`src/rtl/rv_multicycle_sequencer.sv`:
```
// rtl/rv_multicycle_sequencer.sv - RV32I multi-cycle sequencer FSM; define RV_SEQ_INSTRET_EN for the instret counter
module rv_multicycle_sequencer #(
    parameter int MEM_TIMEOUT = 255,
    parameter int TO_W        = 8
) (
    input  logic        clk,
    input  logic        rst_n,
    input  logic [6:0]  opcode,
    input  logic [2:0]  func3,
    input  logic        branch_taken,
    input  logic        mem_gnt,
    input  logic        mem_rvalid,
    output logic        mem_req,
    output logic        mem_we,
    output logic        mem_addr_sel,
    output logic        ir_we,
    output logic        pc_we,
    output logic        pc_take_target,
    output logic        rf_we,
    output logic        retire,
    output logic        trap,
    output logic [2:0]  state
`ifdef RV_SEQ_INSTRET_EN
    ,
    output logic [31:0] instret
`endif
);

    typedef enum logic [2:0] {
        S_FETCH      = 3'd0,
        S_FETCH_WAIT = 3'd1,
        S_DECODE     = 3'd2,
        S_EXECUTE    = 3'd3,
        S_MEM        = 3'd4,
        S_MEM_WAIT   = 3'd5,
        S_WRITEBACK  = 3'd6,
        S_TRAP       = 3'd7
    } state_t;

    localparam logic [6:0] OPC_LUI    = 7'b0110111;
    localparam logic [6:0] OPC_AUIPC  = 7'b0010111;
    localparam logic [6:0] OPC_JAL    = 7'b1101111;
    localparam logic [6:0] OPC_JALR   = 7'b1100111;
    localparam logic [6:0] OPC_BRANCH = 7'b1100011;
    localparam logic [6:0] OPC_LOAD   = 7'b0000011;
    localparam logic [6:0] OPC_STORE  = 7'b0100011;
    localparam logic [6:0] OPC_OPIMM  = 7'b0010011;
    localparam logic [6:0] OPC_OP     = 7'b0110011;

    state_t          state_q;
    state_t          state_d;
    logic [6:0]      op_q;
    logic [TO_W-1:0] to_cnt;
    logic            to_expired;
    logic            legal;
    logic            in_mem_state;

    logic req_c;
    logic we_c;
    logic sel_c;
    logic ir_we_c;
    logic pc_we_c;
    logic ptt_c;
    logic rf_we_c;
    logic retire_c;

    // to_cnt counts cycles already spent in the current state, so the
    // MEM_TIMEOUT-th cycle is the one where it reads MEM_TIMEOUT-1.
    assign to_expired   = (MEM_TIMEOUT != 0) && (to_cnt == TO_W'(MEM_TIMEOUT - 1));
    assign in_mem_state = (state_q == S_FETCH) || (state_q == S_FETCH_WAIT) ||
                          (state_q == S_MEM)   || (state_q == S_MEM_WAIT);

    // Legality of the instruction presented on opcode/func3 during DECODE
    always_comb begin
        legal = 1'b0;
        case (opcode)
            OPC_LUI, OPC_AUIPC, OPC_JAL, OPC_JALR, OPC_OP, OPC_OPIMM: legal = 1'b1;
            OPC_LOAD:   legal = !((func3 == 3'd3) || (func3 == 3'd6) || (func3 == 3'd7));
            OPC_STORE:  legal = (func3 <= 3'd2);
            OPC_BRANCH: legal = !((func3 == 3'd2) || (func3 == 3'd3));
            default:    legal = 1'b0;
        endcase
    end

    // Next-state and per-state control outputs
    always_comb begin
        state_d  = state_q;
        req_c    = 1'b0;
        we_c     = 1'b0;
        sel_c    = 1'b0;
        ir_we_c  = 1'b0;
        pc_we_c  = 1'b0;
        ptt_c    = 1'b0;
        rf_we_c  = 1'b0;
        retire_c = 1'b0;
        case (state_q)
            S_FETCH: begin
                req_c = 1'b1;
                if (mem_gnt)         state_d = S_FETCH_WAIT;
                else if (to_expired) state_d = S_TRAP;
            end
            S_FETCH_WAIT: begin
                if (mem_rvalid) begin
                    ir_we_c = 1'b1;
                    state_d = S_DECODE;
                end else if (to_expired) begin
                    state_d = S_TRAP;
                end
            end
            S_DECODE: begin
                state_d = legal ? S_EXECUTE : S_TRAP;
            end
            S_EXECUTE: begin
                if (op_q == OPC_BRANCH) begin
                    pc_we_c  = 1'b1;
                    ptt_c    = branch_taken;
                    retire_c = 1'b1;
                    state_d  = S_FETCH;
                end else if ((op_q == OPC_LOAD) || (op_q == OPC_STORE)) begin
                    state_d = S_MEM;
                end else begin
                    state_d = S_WRITEBACK;
                end
            end
            S_MEM: begin
                req_c = 1'b1;
                sel_c = 1'b1;
                we_c  = (op_q == OPC_STORE);
                if (mem_gnt)         state_d = S_MEM_WAIT;
                else if (to_expired) state_d = S_TRAP;
            end
            S_MEM_WAIT: begin
                if (mem_rvalid) begin
                    if (op_q == OPC_STORE) begin
                        pc_we_c  = 1'b1;
                        retire_c = 1'b1;
                        state_d  = S_FETCH;
                    end else begin
                        state_d = S_WRITEBACK;
                    end
                end else if (to_expired) begin
                    state_d = S_TRAP;
                end
            end
            S_WRITEBACK: begin
                rf_we_c  = 1'b1;
                pc_we_c  = 1'b1;
                ptt_c    = (op_q == OPC_JAL) || (op_q == OPC_JALR);
                retire_c = 1'b1;
                state_d  = S_FETCH;
            end
            S_TRAP: begin
                state_d = S_TRAP;
            end
            default: begin
                state_d = S_TRAP;
            end
        endcase
    end

    // State register
    always_ff @(posedge clk or negedge rst_n) begin
        if (!rst_n) state_q <= S_FETCH;
        else        state_q <= state_d;
    end

    // Opcode latch: later states must not depend on the IR staying put
    always_ff @(posedge clk or negedge rst_n) begin
        if (!rst_n)                    op_q <= '0;
        else if (state_q == S_DECODE)  op_q <= opcode;
    end

    // Memory-wait timeout counter, restarted on every state change
    always_ff @(posedge clk or negedge rst_n) begin
        if (!rst_n)                  to_cnt <= '0;
        else if (state_d != state_q) to_cnt <= '0;
        else if (in_mem_state)       to_cnt <= to_cnt + 1'b1;
    end

`ifdef RV_SEQ_INSTRET_EN
    // Retired-instruction counter, wraps naturally at 2^32
    always_ff @(posedge clk or negedge rst_n) begin
        if (!rst_n)        instret <= '0;
        else if (retire_c) instret <= instret + 32'd1;
    end
`endif

    // Outputs are held low for the whole time reset is asserted
    assign mem_req        = rst_n & req_c;
    assign mem_we         = rst_n & we_c;
    assign mem_addr_sel   = rst_n & sel_c;
    assign ir_we          = rst_n & ir_we_c;
    assign pc_we          = rst_n & pc_we_c;
    assign pc_take_target = rst_n & ptt_c;
    assign rf_we          = rst_n & rf_we_c;
    assign retire         = rst_n & retire_c;
    assign trap           = rst_n & (state_q == S_TRAP);
    assign state          = state_q;

endmodule

```
`config.mk`:
```
export PLATFORM = sky130hd
export DESIGN_NAME = rv_multicycle_sequencer
export DESIGN_NICKNAME = d
export VERILOG_FILES = /design/src/rtl/rv_multicycle_sequencer.sv
export SDC_FILE = /design/constraint.sdc
export NUM_CORES = 1
export LEC_CHECK = 0
export BUFFER_PORTS_ARGS = -buffer_cell sky130_fd_sc_hd__clkbuf_2
export CORE_MARGIN = 8
export CORE_UTILIZATION = 45
export CTS_CLUSTER_DIAMETER = 60
export DETAILED_ROUTE_END_ITERATION = 8
export PLACE_DENSITY = 0.68
export SYNTH_ARGS = -nofsm -noshare
export SYNTH_HDL_FRONTEND = slang
export SYNTH_SLANG_ARGS = --single-unit
```
`constraint.sdc`:
```
create_clock -name clk -period 2.3 [get_ports clk]
set_clock_uncertainty 0.1 [all_clocks]
set_input_delay 0.345 -clock clk [delete_from_list [all_inputs] [get_ports clk]]
set_output_delay 0.345 -clock clk [all_outputs]
set_load 0.01 [all_outputs]
```
Yosys cells after proc, flatten, opt, wreduce, memory -nomap -nowiden. Index checks and enable logic that the tools add are counted.

Register bits: 18. Bits of input ports: 15. Output and inout bits: 12.

Add/sub/neg operators: 1. Magnitude comparators: 1. Equal/unequal tests: 27. Muxes and demuxes: 25. Bitwise operators: 8. Reduce and logical (&&, ||, !) cells: 14.

Operator list (count): 7-bit equality test (second input constant) (6); 7-bit by 6-bit equality test with 1-bit output (second input constant) (4); 3-bit two-way mux (8); 3-bit one-hot mux with 8 select lines (1); 3-bit equality test (second input constant) (6); 8-bit two-way mux (2); 7-bit by 2-bit equality test with 1-bit output (second input constant) (2); 7-bit by 5-bit equality test with 1-bit output (second input constant) (2); 3-bit by 2-bit equality test with 1-bit output (second input constant) (4); 1-bit two-way mux (10); 8-bit by 1-bit adder with 8-bit output (second input constant) (1); 1-bit AND (8); 8-bit equality test (second input constant) (1); 1-bit logical OR (8); 6-bit OR reduction (1); 1-bit one-hot mux with 4 select lines (1); 3-bit by 1-bit equality test with 1-bit output (second input constant) (1); 3-bit by 2-bit <= comparator with 1-bit output (second input constant) (1); 3-bit zero test (1); 3-bit inequality test (1); 1-bit one-hot mux with 3 select lines (1); 1-bit zero test (2); 2-bit two-way mux (1); 1-bit one-hot mux with 2 select lines (1); 2 further kinds (2).

Depth between registers and ports, before layout.
Word-level depth: 9. Depth in mapped cells: 7. Gate-level depth less buffers: 7.

Worst setup path after synthesis. Ideal clock, no wire load.

Path type: reg2out. From: register state_q[2], in the netlist state[2]. To: output port retire. Arrival time: 1.444 ns. Slack: 0.411 ns. Cell stages (with the launch flop): 7. Cell sequence: dfrtp_1 clkbuf_1 nand2_1 nor2_1 a31oi_1 nor2_1 buf_4.

Word-level cells in the longest chain between the ends: 3.

Ends and longest elaborated chain: from (decl) (RTL line 50) `state_t state_q;`; from (signal assigned) (RTL line 164) `else state_q <= state_d;`; 3-bit equality test or 3-bit by 2-bit equality test with 1-bit output (tied branches); 1-bit one-hot mux with 3 select lines (*); 1-bit AND (*); to (decl) (RTL line 20) `output logic retire,`.

Every way passes the cells marked *; elsewhere a longest branch is shown, timed or not.

Worst setup path in the final report.
From: register state_q[0], in the netlist state[0]. To: output port mem_we.

Word-level cells in the longest chain between the ends: 3.

Ends and longest elaborated chain: 3-bit equality test (RTL line 96) `case (state_q)`; 1-bit two-way mux (RTL line 96); 1-bit AND (RTL line 190) `assign mem_we = rst_n & we_c;`; to (decl) (RTL line 14) `output logic mem_we,`.

No other way between the ends.

==> impl_metrics.yaml <==
run_status:
  status: "finished clean"
layout:
  finish.net_count: 187
  stdcell_count: 199
  area_growth_pct: 18.3
  fillers: 232
  multi_input_area_um2: 718
  drive_gt1_frac: 0.278
  n_antenna_cell: 0
  seqCellArea_um2: 453
floorplan:
  start_util: 0.482
  die_y_um: 67.8
  dieArea_um2: 4590
  die_width_um: 67.8
  core_region_area_um2: 2500
  io_pins: 27
  rows: 18
run:
  drv_cap: 0
global_routing:
  grt_pass1_wl_um: 5020
  grt-ovfl-total: 0
  grt_pass1_vias: 1148
  antenna_found_initial: 0
  grtUsageTotal: 0.139
  grt_max_degree: 19
placed_design:
  dp.cells: 194
  gp_congestion: 0.862
  dpl.hpwl_um: 2460
  portBuffers: 26
route:
  drc: 0
  vias: 1144
  antenna_left: 0
  drt-wirelength-per-cell_um: 15.5
  first_iter_violations: 67
  routed_wl_um: 3090
  vias_per_cell: 5.75
  drt_first_pass_iters: 4
timing:
  fin_crit_sh: 0.932
  period_minus_slack_ns: 2.14
  tns_ns: 0
  rsz0062_at_grt: "false"
  max-slew-margin-rel: 0.692
  max_clock_freq_mhz: 467
  tightest_slew_ns: 0.462
  setup_violations: 0
  hold_viol_final: 0
  slew_violations: 0
pwr:
  swShare: 0.447
  p_leak_nw: 0.642
  pwr-share-seq: 0.403
  power_density_nw_per_um2: 1040
  combPwrFrac: 0.467
  total_power_mw: 1.49
  clockPowerShare: 0.131
  switchingPower_mw: 0.666
  ir_drop_uv: 597
  p_int_mw: 0.824
logic_synthesis:
  synth_ff_type: "dfrtp_1"
  ys_warn_count: 0
  synth_edf_count: 0
  synth_cells: 139
  seq_area_frac_synth: 0.373
  synthesis.area_um2: 1210
  synth_area_per_cell_um2: 8.68
  synth_cell_types: 45
  syn_nets: 156
  yosys_register_bits: 18
  ys_async_sr_fraction: 1.00
clock_tree:
  htree_levels: 1
  numCtsBuffers: 3
  insertion_delay_ns: 0.29
  cts_root_buf: "clkbuf_4"
  cts_buffer_depth: 2
  clk_pin_slew_ns: 0.11
  cts_tree: "yes"
  post_cts_buffers: 0
  cts.sinks: 18
critical_path:
  startpoint: "state[0]"
  critical_path_class: "reg2out"
  worstPathMaxFanout: 15
  crit_path_start_kind: "flip-flop"
  reg2reg_from: "to_cnt[0]"
  critPathArrivalTime_ns: 1.70
  critPathCapture: "mem_we"
  r2r_end: "to_cnt[1]"
  r2r_setup_slack_ns: 0.26
  required_ns: 1.86
  end_kind: "output pin"
  rr_worst_depth: 7
min_path:
  hp-class: "in2reg"
cell type report:
type	count	share of cell area
Sequential cell	18	0.318
Tap cell	30	0.0263
Timing Repair Buffer	30	0.114
Clock buffer	4	0.0254
Inverter	5	0.0132
Multi-Input combinational cell	112	0.504
power groups by stage:
stage	logic, mW	clock network (mW)	registers [mW]
global route	0.768	0.221	0.621
floorplan	0.519	0	0.539
global placement	0.676	0	0.595
finish	0.695	0.195	0.600
CTS	0.703	0.206	0.592
detailed placement	0.699	0	0.600
worst min-delay path by stage:
stage	slack [ns]	from	depth (start not counted)	endpoint
6_report	0.20	opcode[0]	2	op_q[0]
5_1_grt	0.18	opcode[0]	2	op_q[0]
4_1_cts	0.19	opcode[0]	2	op_q[0]
3_5_place_dp	0.09	rst_n	1	op_q[3]
3_3_place_gp	0.08	rst_n	1	op_q[2]
2_1_floorplan	-0.05	rst_n	0	op_q[0]
metal layers:
metal	wire length (um)	global-route usage	share of wire	up-vias
met5	0	0	0	-
met2	1430	0.224	0.46	22
li1	-	-	-	567
met3	178	0.0315	0.058	4
met4	33	0.0639	0.011	0
met1	1450	0.171	0.47	551
metrics by stage:
step | instance area, um2 | hold slack [ns] | setup slack, ns | utilization
floorplan | 1210 | -0.0506 | 0.411 | -
global placement | 1380 | 0.0844 | 0.390 | 0.551
detailed placement | 1380 | 0.0893 | 0.280 | 0.551
CTS | 1420 | 0.187 | 0.0831 | 0.570
global route | 1430 | 0.182 | 0.0620 | 0.571
finish | 1430 | 0.200 | 0.156 | 0.571
cell families after synthesis:
logic type | after synthesis | share of synthesized area
fa+ha+maj | 2 | 0.0207
simple gates | 66 | 0.299
xor+xnor | 4 | 0.0291
buf+inv | 9 | 0.0311
flops | 18 | 0.373
mux | 6 | 0.0550
compound gates | 34 | 0.192
synthesized netlist by cell type (all sizes together) (2+ instances only):
library cell	instances	share of area
o21ai	11	0.046
a31oi	2	0.010
nor2	14	0.046
or2	2	0.010
mux2	5	0.047
and3	3	0.016
nand2b	4	0.021
xnor2	3	0.022
nand3b	4	0.025
nor2b	3	0.016
clkbuf	3	0.0093
a21oi	7	0.032
and3b	2	0.015
inv	5	0.016
o31ai	3	0.023
nand4b	2	0.027
nand2	15	0.047
nor3	7	0.029
ha	2	0.021
nand4	2	0.010
nand3	4	0.017
dfrtp	18	0.37
flip-flops by register name (all words and copies together) (netlist names):
| signal | cells |
|---|---|
| op_q | 7 |
| state | 3 |
| to_cnt | 8 |
cell usage in the layout, fill, tap and decap left out, types with 3 or more instances in the layout:
cell / Yosys / final
nand2b_1: 4 / 4
and3_1: 3 / 3
nand3_1: 4 / 4
buf_4: 1 / 3
xnor2_1: 3 / 3
dfrtp_1: 18 / 16
nand2_1: 15 / 15
clkbuf_4: 0 / 3
mux2_2: 5 / 5
a21oi_1: 6 / 6
clkbuf_2: 0 / 26
nand3b_1: 4 / 4
nor3_1: 7 / 7
inv_1: 5 / 5
o21ai_0: 9 / 9
nor2_1: 13 / 13
nor2b_1: 3 / 3
critical path: stages (launching register included):
cell and delay [ns]:
dfrtp_1 0.54, or2_2 0.40, nor2_1 0.15, and3_1 0.18, clkbuf_2 0.13
timing repair:
| item | in CTS | in global routing |
|---|---|---|
| hold buffers | 1 | 0 |
| hold endpoints to repair | 4 | 0 |
| gates resized for setup | 0 | 2 |
| setup endpoints to repair | 0 | 2 |
Power figures use the tool's default switching activity.
